## config.mk

```make
export PLATFORM = sky130hd
export DESIGN_NAME = pe_arbiter
export DESIGN_NICKNAME = d
export VERILOG_FILES = /design/src/rtl/hnoc_pkg.sv /design/src/rtl/rr_arbiter.sv /design/src/rtl/pe_arbiter.sv
export SDC_FILE = /design/constraint.sdc
export NUM_CORES = 1
export LEC_CHECK = 0
export CAP_MARGIN = 10
export CORE_MARGIN = 3
export CORE_UTILIZATION = 30
export DETAILED_ROUTE_END_ITERATION = 8
export GPL_TIMING_DRIVEN = 0
export PLACE_DENSITY_LB_ADDON = 0.12
export SYNTH_ARGS = -nofsm -noshare
export SYNTH_HDL_FRONTEND = slang
export SYNTH_HIERARCHICAL = 1
export SYNTH_SLANG_ARGS = --single-unit
export TNS_END_PERCENT = 30
```

## constraint.sdc

```tcl
create_clock -name clk -period 10.2 [get_ports clk]
set_clock_uncertainty 0.15 [all_clocks]
set_input_delay 1.53 -clock clk [delete_from_list [all_inputs] [get_ports clk]]
set_output_delay 1.53 -clock clk [all_outputs]
set_load 0.03 [all_outputs]
```

## src/rtl/hnoc_pkg.sv

```systemverilog
// hnoc_pkg
//   Shared constants and types for the PE-to-link arbitration slice.
//   DATA_W    : default flit width
//   NUM_PE    : default number of requesting PE ports
//   PE_ADDR_W : width of the destination field carried in the flit MSBs
//   SRC_W     : width of the source-index field reported with each flit
//   flit_t    : flit layout (destination in the top PE_ADDR_W bits)
package hnoc_pkg;

  localparam int DATA_W    = 32;
  localparam int NUM_PE    = 4;
  localparam int PE_ADDR_W = 8;
  localparam int SRC_W     = 2;

  typedef struct packed {
    logic [PE_ADDR_W-1:0]        dest;
    logic [DATA_W-PE_ADDR_W-1:0] payload;
  } flit_t;

endpackage

```

## src/rtl/rr_arbiter.sv

```systemverilog
// rr_arbiter
//   Round-robin arbiter with a registered "last granted" pointer.
//   Search starts at (last+1) mod NUM_PE and wraps; the pointer moves to the
//   winner only when advance is high (i.e. the grant was actually taken).
// Ports:
//   clk     : rising-edge clock
//   rst     : synchronous active-high reset (pointer -> NUM_PE-1)
//   req     : per-port request vector
//   advance : commit the current winner as the new pointer
//   gnt     : one-hot grant (all zero when no request)
//   gnt_idx : binary index of the winner (0 when no request)
module rr_arbiter #(
  parameter int NUM_PE = 4,
  parameter int IDX_W  = (NUM_PE > 1) ? $clog2(NUM_PE) : 1
)(
  input  logic              clk,
  input  logic              rst,
  input  logic [NUM_PE-1:0] req,
  input  logic              advance,
  output logic [NUM_PE-1:0] gnt,
  output logic [IDX_W-1:0]  gnt_idx
);

  logic [IDX_W-1:0] last_r;
  logic [IDX_W-1:0] idx_s;
  logic             found_s;

  // Rotating priority search: first requester after the last winner.
  always_comb begin
    gnt     = {NUM_PE{1'b0}};
    gnt_idx = {IDX_W{1'b0}};
    idx_s   = {IDX_W{1'b0}};
    found_s = 1'b0;
    for (int i = 1; i <= NUM_PE; i++) begin
      idx_s = IDX_W'((int'(last_r) + i) % NUM_PE);
      if (!found_s && req[idx_s]) begin
        found_s = 1'b1;
        gnt_idx = idx_s;
      end else begin
        found_s = found_s;
      end
    end
    if (found_s) begin
      gnt[gnt_idx] = 1'b1;
    end else begin
      gnt = {NUM_PE{1'b0}};
    end
  end

  // Pointer register: reset gives port 0 first priority.
  always_ff @(posedge clk) begin
    if (rst) begin
      last_r <= IDX_W'(NUM_PE - 1);
    end else if (advance && found_s) begin
      last_r <= gnt_idx;
    end else begin
      last_r <= last_r;
    end
  end

endmodule

```

## src/rtl/pe_arbiter.sv

```systemverilog
// pe_arbiter
//   Merges NUM_PE flit streams onto one shared link through a single output
//   register, round-robin fair, one flit per cycle, with per-port saturating
//   accepted-flit counters.
// Ports:
//   clk, rst      : rising-edge clock, synchronous active-high reset
//   i_data        : packed input flits, port k at [k*DATA_W +: DATA_W]
//   i_data_valid  : per-port flit valid
//   o_data_ready  : per-port accept (at most one bit set)
//   o_data        : flit on the shared link (passed through unmodified)
//   o_data_valid  : o_data valid
//   i_data_ready  : shared-link accept
//   o_src         : source port of o_data
//   o_count       : packed per-port accepted-flit counters
module pe_arbiter
  import hnoc_pkg::*;
#(
  parameter int NUM_PE = hnoc_pkg::NUM_PE,
  parameter int DATA_W = hnoc_pkg::DATA_W,
  parameter int CNT_W  = 16
)(
  input  logic                     clk,
  input  logic                     rst,
  input  logic [NUM_PE*DATA_W-1:0] i_data,
  input  logic [NUM_PE-1:0]        i_data_valid,
  output logic [NUM_PE-1:0]        o_data_ready,
  output logic [DATA_W-1:0]        o_data,
  output logic                     o_data_valid,
  input  logic                     i_data_ready,
  output logic [SRC_W-1:0]         o_src,
  output logic [NUM_PE*CNT_W-1:0]  o_count
);

  localparam int IDX_W = (NUM_PE > 1) ? $clog2(NUM_PE) : 1;

  function automatic logic [CNT_W-1:0] sat_inc(input logic [CNT_W-1:0] v);
    return (v == {CNT_W{1'b1}}) ? v : v + {{(CNT_W-1){1'b0}}, 1'b1};
  endfunction

  logic              load_en_s;
  logic              any_req_s;
  logic              grant_s;
  logic [NUM_PE-1:0] gnt_s;
  logic [IDX_W-1:0]  gnt_idx_s;
  logic [DATA_W-1:0] sel_flit_s;
  logic [DATA_W-1:0] data_r;
  logic [SRC_W-1:0]  src_r;
  logic              valid_r;
  logic [CNT_W-1:0]  cnt_r [NUM_PE];

  // The output register can take a new flit when empty or draining this cycle.
  assign load_en_s = ~valid_r | i_data_ready;
  assign any_req_s = |i_data_valid;
  assign grant_s   = load_en_s & any_req_s & ~rst;

  rr_arbiter #(
    .NUM_PE (NUM_PE),
    .IDX_W  (IDX_W)
  ) u_rr (
    .clk     (clk),
    .rst     (rst),
    .req     (i_data_valid),
    .advance (grant_s),
    .gnt     (gnt_s),
    .gnt_idx (gnt_idx_s)
  );

  // Per-port accept: only the winner, only when the output register can load.
  always_comb begin
    o_data_ready = {NUM_PE{1'b0}};
    if (rst) begin
      o_data_ready = {NUM_PE{1'b0}};
    end else if (load_en_s) begin
      o_data_ready = gnt_s;
    end else begin
      o_data_ready = {NUM_PE{1'b0}};
    end
  end

  // One-hot AND-OR mux of the winning flit.
  always_comb begin
    sel_flit_s = {DATA_W{1'b0}};
    for (int k = 0; k < NUM_PE; k++) begin
      sel_flit_s = sel_flit_s | (i_data[k*DATA_W +: DATA_W] & {DATA_W{gnt_s[k]}});
    end
  end

  // Output register: load on grant, empty when loadable with nothing to load,
  // otherwise hold (backpressure). Data/src keep their value when emptied.
  always_ff @(posedge clk) begin
    if (rst) begin
      data_r  <= {DATA_W{1'b0}};
      src_r   <= {SRC_W{1'b0}};
      valid_r <= 1'b0;
    end else if (grant_s) begin
      data_r  <= sel_flit_s;
      src_r   <= SRC_W'(gnt_idx_s);
      valid_r <= 1'b1;
    end else if (load_en_s) begin
      data_r  <= data_r;
      src_r   <= src_r;
      valid_r <= 1'b0;
    end else begin
      data_r  <= data_r;
      src_r   <= src_r;
      valid_r <= valid_r;
    end
  end

  // Saturating per-port counters of accepted input flits.
  always_ff @(posedge clk) begin
    for (int k = 0; k < NUM_PE; k++) begin
      if (rst) begin
        cnt_r[k] <= {CNT_W{1'b0}};
      end else if (o_data_ready[k] && i_data_valid[k]) begin
        cnt_r[k] <= sat_inc(cnt_r[k]);
      end else begin
        cnt_r[k] <= cnt_r[k];
      end
    end
  end

  for (genvar k = 0; k < NUM_PE; k++) begin : g_cnt
    assign o_count[k*CNT_W +: CNT_W] = cnt_r[k];
  end

  assign o_data       = data_r;
  assign o_src        = src_r;
  assign o_data_valid = valid_r;

endmodule

```

# Word-level counts from Yosys, hierarchy flattened
# Memories as Yosys holds them, arrays and structs flattened.
# Cells that the tools add are included.
totals:
  register_bits: 37
  ram_bits: 64
  memories: 1
memory_table:
  columns: ["name", "depth", "word_bits", "read_ports", "rd_ports_with_merged_regs", "write_ports", "line", "source"]
  rows:
  - ["cnt_r", 4, 16, 4, 0, 4, "pe_arbiter.sv:49", "logic [CNT_W-1:0] cnt_r [NUM_PE];"]
op_classes:
  n_addsub: 8
  magnitude_cmp: 6
  eq_ne: 4
  muxes: 61
  n_bitwise: 20
  n_reduce_logical: 14
ops:
  columns: ["operator", "count"]
  rows:
  - ["two-way mux 16 bit", 12]
  - ["bitwise AND 32 bit", 4]
  - ["bitwise OR 32 bit", 3]
  - ["adder 16 x 1 -> 16 bit (second input constant)", 4]
  - ["equality test 16 bit (second input constant)", 4]
  - ["two-way mux 1 bit", 37]
  - ["< comparator 2 x 3 -> 1 bit (second input constant)", 5]
  - ["two-way mux 4 bit", 3]
  - ["logical AND 1 bit", 9]
  - ["bitwise OR 1 bit", 9]
  - ["binary-select mux 1 bit (select 2 bit)", 4]
  - ["two-way mux 2 bit", 4]
  - ["adder 2 x 1 -> 2 bit (second input constant)", 2]
  - ["adder 2 bit (second input constant)", 2]
  - ["OR reduction 4 bit", 1]
  - ["zero test 1 bit", 3]
  - ["bitwise AND 1 bit", 2]
  - ["demux 1 bit (select 2 bit)", 1]
  - [">= comparator 2 x 1 -> 1 bit (second input constant)", 1]
  - ["NOT 1 bit", 2]
  - ["nonzero test 2 bit", 1]

# Logic depth before layout (Yosys ltp)
logic_depth:
  depth_word: 26
  mapped_depth: 10
  mapped_depth_nobuf: 6

# Hierarchy
# The synthesis kept the hierarchy.
by_module_without_submodules:
  columns: ["module", "instances", "cells_each", "area_per_inst_um2", "seq_area_each_um2"]
  rows:
  - ["pe_arbiter", 1, 560, 5740.5, 2622.5]
  - ["rr_arbiter", 1, 33, 285.3, 40.0]

# Worst setup path before layout
# Ideal clock, no wire load.
synth_timing:
  path_type: "input port to output port"
  startpoint: "input i_data_valid[3]"
  endpoint: "output o_data_ready[3]"
  arrival_ns: 3.205
  required_time_ns: 8.520
  setup_slack_ns: 5.315
  cell_stages: 8
  path_cell_list: "buf_4 > nor3b_1 > a221oi_4 > a211oi_1 > clkbuf_1 > nor2b_1 > clkbuf_1 > and2_1"
synth_between:
  elab_chain_cells: 19
  elab_cells_between_ends: 30
synth_lines:
  columns: ["element", "line", "source"]
  rows:
  - ["start, declared", "pe_arbiter.sv:25", "input logic [NUM_PE-1:0] i_data_valid,"]
  - ["binary-select mux 1 bit (select 2 bit)", "rr_arbiter.sv:36", "if (!found_s && req[idx_s]) begin"]
  - ["two-way mux 1 bit (not written as such)", "rr_arbiter.sv:36", null]
  - ["two-way mux 1 bit", "rr_arbiter.sv:36", null]
  - ["zero test 1 bit", "rr_arbiter.sv:36", null]
  - ["logical AND 1 bit", "rr_arbiter.sv:36", null]
  - ["two-way mux 1 bit", "rr_arbiter.sv:36", null]
  - ["zero test 1 bit", "rr_arbiter.sv:36", null]
  - ["logical AND 1 bit", "rr_arbiter.sv:36", null]
  - ["[... 4 more ...]", null, null]
  - ["< comparator 2 x 3 -> 1 bit (not written as such) / >= comparator 2 x 1 -> 1 bit (equally long branches)", "rr_arbiter.sv:44", "gnt[gnt_idx] = 1'b1;"]
  - ["logical AND 1 bit (not written as such)", "rr_arbiter.sv:44", null]
  - ["two-way mux 1 bit (not written as such)", "rr_arbiter.sv:44", null]
  - ["demux 1 bit (select 2 bit)", null, null]
  - ["two-way mux 4 bit (*)", "rr_arbiter.sv:43", "if (found_s) begin"]
  - ["named net gnt_s[3]", "pe_arbiter.sv:43", "logic [NUM_PE-1:0] gnt_s;"]
  - ["two-way mux 4 bit (*)", "pe_arbiter.sv:73", "end else if (load_en_s) begin"]
  - ["two-way mux 4 bit (*)", "pe_arbiter.sv:71", "if (rst) begin"]
  - ["end, declared", "pe_arbiter.sv:26", "output logic [NUM_PE-1:0] o_data_ready,"]
# Mark *: on every way through the listed nets, which the timed path passes. The rest lies on a longest branch. The select of a mux whose other input is x is not followed.

# Worst setup path in the final report
# Same ends and word-level chain as after synthesis.

==> results_dict.tcl <==
set metrics [dict create \
    hold_end "o_data[27]" \
    irDropWorstVdd_uv 65.6 \
    synth-simple-area-share_pct 17.4 \
    cts_buffer_depth 2 \
    post_drt_via_cell_ratio 5.43 \
    fin_setup_tns_ns 0 \
    vias 6049 \
    die_h_um 148 \
    postSynthCellCount 593 \
    wl_met1_mm 8.57 \
    finalCritPeriodShare_pct 62.5 \
    cts.hold.buffers_added 0 \
    dp_cells 1097 \
    cts_made_buffers 9 \
    r2r_end "cnt_r[3][13]" \
    grt-ovfl-total 0 \
    synth-compound-area-share_pct 27.2 \
    n_antenna_cell 0 \
    wl_met3_mm 1.35 \
    nNetsFinal 982 \
    antenna_found_initial 1 \
    chipWidth_um 148 \
    syn_to_final_growth_pct 49.9 \
    syn-num-nets 732 \
    synth_xor_area_share_pct 1.74 \
    yosysTopAreaCell "edfxtp_1" \
    start_kind "primary input" \
    max-cap-violations 0 \
    cts_resized 0 \
    drcViolationCount 0 \
    grt_pass1_vias 6070 \
    ys_ff_latch 101 \
    power.total_mw 1.16 \
    powerDensity_nw_per_um2 129 \
    critPathRequiredTime_ns 8.52 \
    firstDrtPassIters 5 \
    port_buffers 237 \
    timing.rr.start "u_rr/last_r[1]" \
    synth_top_family_by_area "compound AO/OA/AOI/OAI gates" \
    synth_area_um2 6030 \
    worstHoldStart "o_data[27]" \
    start_util_pct 30.8 \
    cts_tree "done" \
    ios 238 \
    tightest_slew_ns 1.03 \
    synthAdderAreaFrac_pct 0.831 \
    drt_iter0_drc 294 \
    yosysTopAreaCellShare_pct 31.9 \
    r2r_slack_ns 6.79 \
    synth.mux.area_fraction_pct 3.55 \
    grt_pass1_wl_mm 33.2 \
    core_um2 19600 \
    synth-seq-area-share_pct 44.2 \
    wl_per_cell_um 19.0 \
    num_rows 51 \
    worstPathCellList "clkdlybuf4s50_1, buf_4, nor3b_1, a221oi_4, a211oi_1, clkbuf_1, nor2b_1, clkbuf_1, and2_1, clkdlybuf4s50_1" \
    synth_cell_types 50 \
    max_freq_mhz 157 \
    critical_path_class "in2out" \
    synth_ff_type "edfxtp_1" \
    insertion_delay_ns 0.35 \
    worst-r2r-cell-count 9 \
    ys_async_sr_fraction_pct 0 \
    slowest_delay_ns 0.68 \
    yosys-top-cells-area "edfxtp_1, dfxtp_1, a22oi_1" \
    htree_num_levels 3 \
    cts_root_buffer "clkbuf_16" \
    dp_hpwl_mm 16.4 \
    fin_cells 1113 \
    routed_wl_mm 21.2 \
    gp_congestion 0.809 \
    wl_met2_mm 10.8 \
    hold_viol 0 \
    maxSlewViolCount 0 \
    p_leak_nw 2.82 \
    drive_gt1_share_pct 7.78 \
    status "finished clean" \
    arrival_ns 4.70 \
    syn_area_per_cell_um2 10.2 \
    grt_max_degree 17 \
    cp_max_fo 10 \
    hold-path-cell-count 2 \
    hold_path.class "reg2reg" \
    min_period_ns 6.38 \
    final_antenna_net_count 0 \
    setup_viol 0 \
    die_area_um2 21800 \
    synth-edff-count 64 \
    gr-usage-all-layers_pct 19.1 \
    postCtsSetupBuffers 0 \
    dr.max_layer_used "met5" \
    yosysWarningCount 6 \
    slew_headroom_pct 30.8 \
    clkTransAtPathRegs_ns 0.06 \
    critPathSlowestCell "clkdlybuf4s50_1" \
    clock-sinks 101 \
    rsz0062_at_grt "no" \
    endpoint_kind "output pin" \
]
-- layout by cell type (no fill, tap or decap), types with 11 or more instances in the layout --
cell type / n
nand4b_1: 11
nor4_1: 19
nand2_1: 15
or4_1: 14
o21ai_0: 13
a31oi_1: 33
or3_1: 12
nor2_1: 27
nand3_1: 25
o31ai_1: 14
a311oi_2: 29
clkbuf_1: 50
edfxtp_1: 64
clkdlybuf4s50_1: 237
inv_1: 14
mux2i_1: 12
nand4_1: 29
dfxtp_1: 37
a22oi_1: 64
a21oi_1: 31
-- worst max-delay path by stage --
stage	from	to	slack [ns]	cells past startpoint
finish	i_data_valid[3]	o_data_ready[3]	3.82	10
global placement	i_data_valid[3]	o_data_ready[3]	3.80	10
CTS	i_data_valid[3]	o_data_ready[3]	3.76	10
detailed placement	i_data_valid[3]	o_data_ready[3]	3.78	10
global route	i_data_valid[3]	o_data_ready[3]	3.51	10
floorplan	i_data_valid[3]	o_data_ready[3]	5.32	8
-- kinds of logic after synthesis --
logic type / after synthesis
fa+ha+maj: 4
flops: 101
xor+xnor: 12
mux: 20
simple gates: 181
buf+inv: 71
compound gates: 204
-- critical path: cells and delay by family --
kind,cells,cell delay [ns]
and+or+nand+nor,3,0.74
buffers and inverters,5,2.09
AOI/OAI and AO/OA,2,0.33
-- flip-flops by register name, indices dropped and copies added, names as in the netlist --
name and count:
o_data_valid 1, cnt_r 64, o_src 2, u_rr/last_r 2, o_data 32
-- stage by stage --
| stage | utilization [%] | setup slack (ns) | area, um2 | hold WS (ns) |
|---|---|---|---|---|
| after floorplan | - | 5.32 | 6030 | 0.397 |
| after global placement | 44.6 | 3.80 | 8730 | 0.398 |
| after detailed placement | 44.7 | 3.78 | 8760 | 0.405 |
| after CTS | 46.1 | 3.76 | 9030 | 0.416 |
| after global routing | 46.1 | 3.51 | 9030 | 0.443 |
| final | 46.1 | 3.82 | 9030 | 0.421 |
-- cell usage after synthesis (all sizes together) (2+ instances only) --
| master | instances |
|---|---|
| a21oi | 32 |
| a22oi | 65 |
| a311oi | 32 |
| a31oi | 34 |
| and2 | 4 |
| and3 | 6 |
| buf | 10 |
| clkbuf | 47 |
| dfxtp | 37 |
| edfxtp | 64 |
| ha | 4 |
| inv | 14 |
| mux2 | 8 |
| mux2i | 12 |
| nand2 | 15 |
| nand2b | 3 |
| nand3 | 25 |
| nand4 | 29 |
| nand4b | 11 |
| nor2 | 27 |
| nor2b | 9 |
| nor3b | 2 |
| nor4 | 19 |
| o21ai | 16 |
| o311ai | 2 |
| o31ai | 14 |
| o41ai | 3 |
| or2 | 2 |
| or3 | 12 |
| or4 | 14 |
| xnor2 | 6 |
| xor2 | 6 |
-- where the power goes --
group	internal [mW]	leakage (nW)	switching [mW]
Combinational	0.152	1.72	0.184
Sequential	0.468	0.972	0.0307
Clock	0.175	0.128	0.153
Total	0.795	2.82	0.367
-- layer usage --
layer | up-vias | track usage (%)
li1 | 2920 | -
met1 | 2883 | 22.9
met2 | 220 | 33.4
met3 | 24 | 4.60
met4 | 2 | 6.62
met5 | - | 0
-- final cells by class --
type / count / area [um2]
Fill cell: 1867 / 10600
Clock buffer: 14 / 258
Clock inverter: 2 / 11.3
Timing Repair Buffer: 239 / 2390
Tap cell: 265 / 332
Sequential cell: 101 / 2660
Buffer: 57 / 256
Inverter: 14 / 52.6
Multi-Input combinational cell: 421 / 3060
Note: power is estimated with default switching activity, not from simulation.
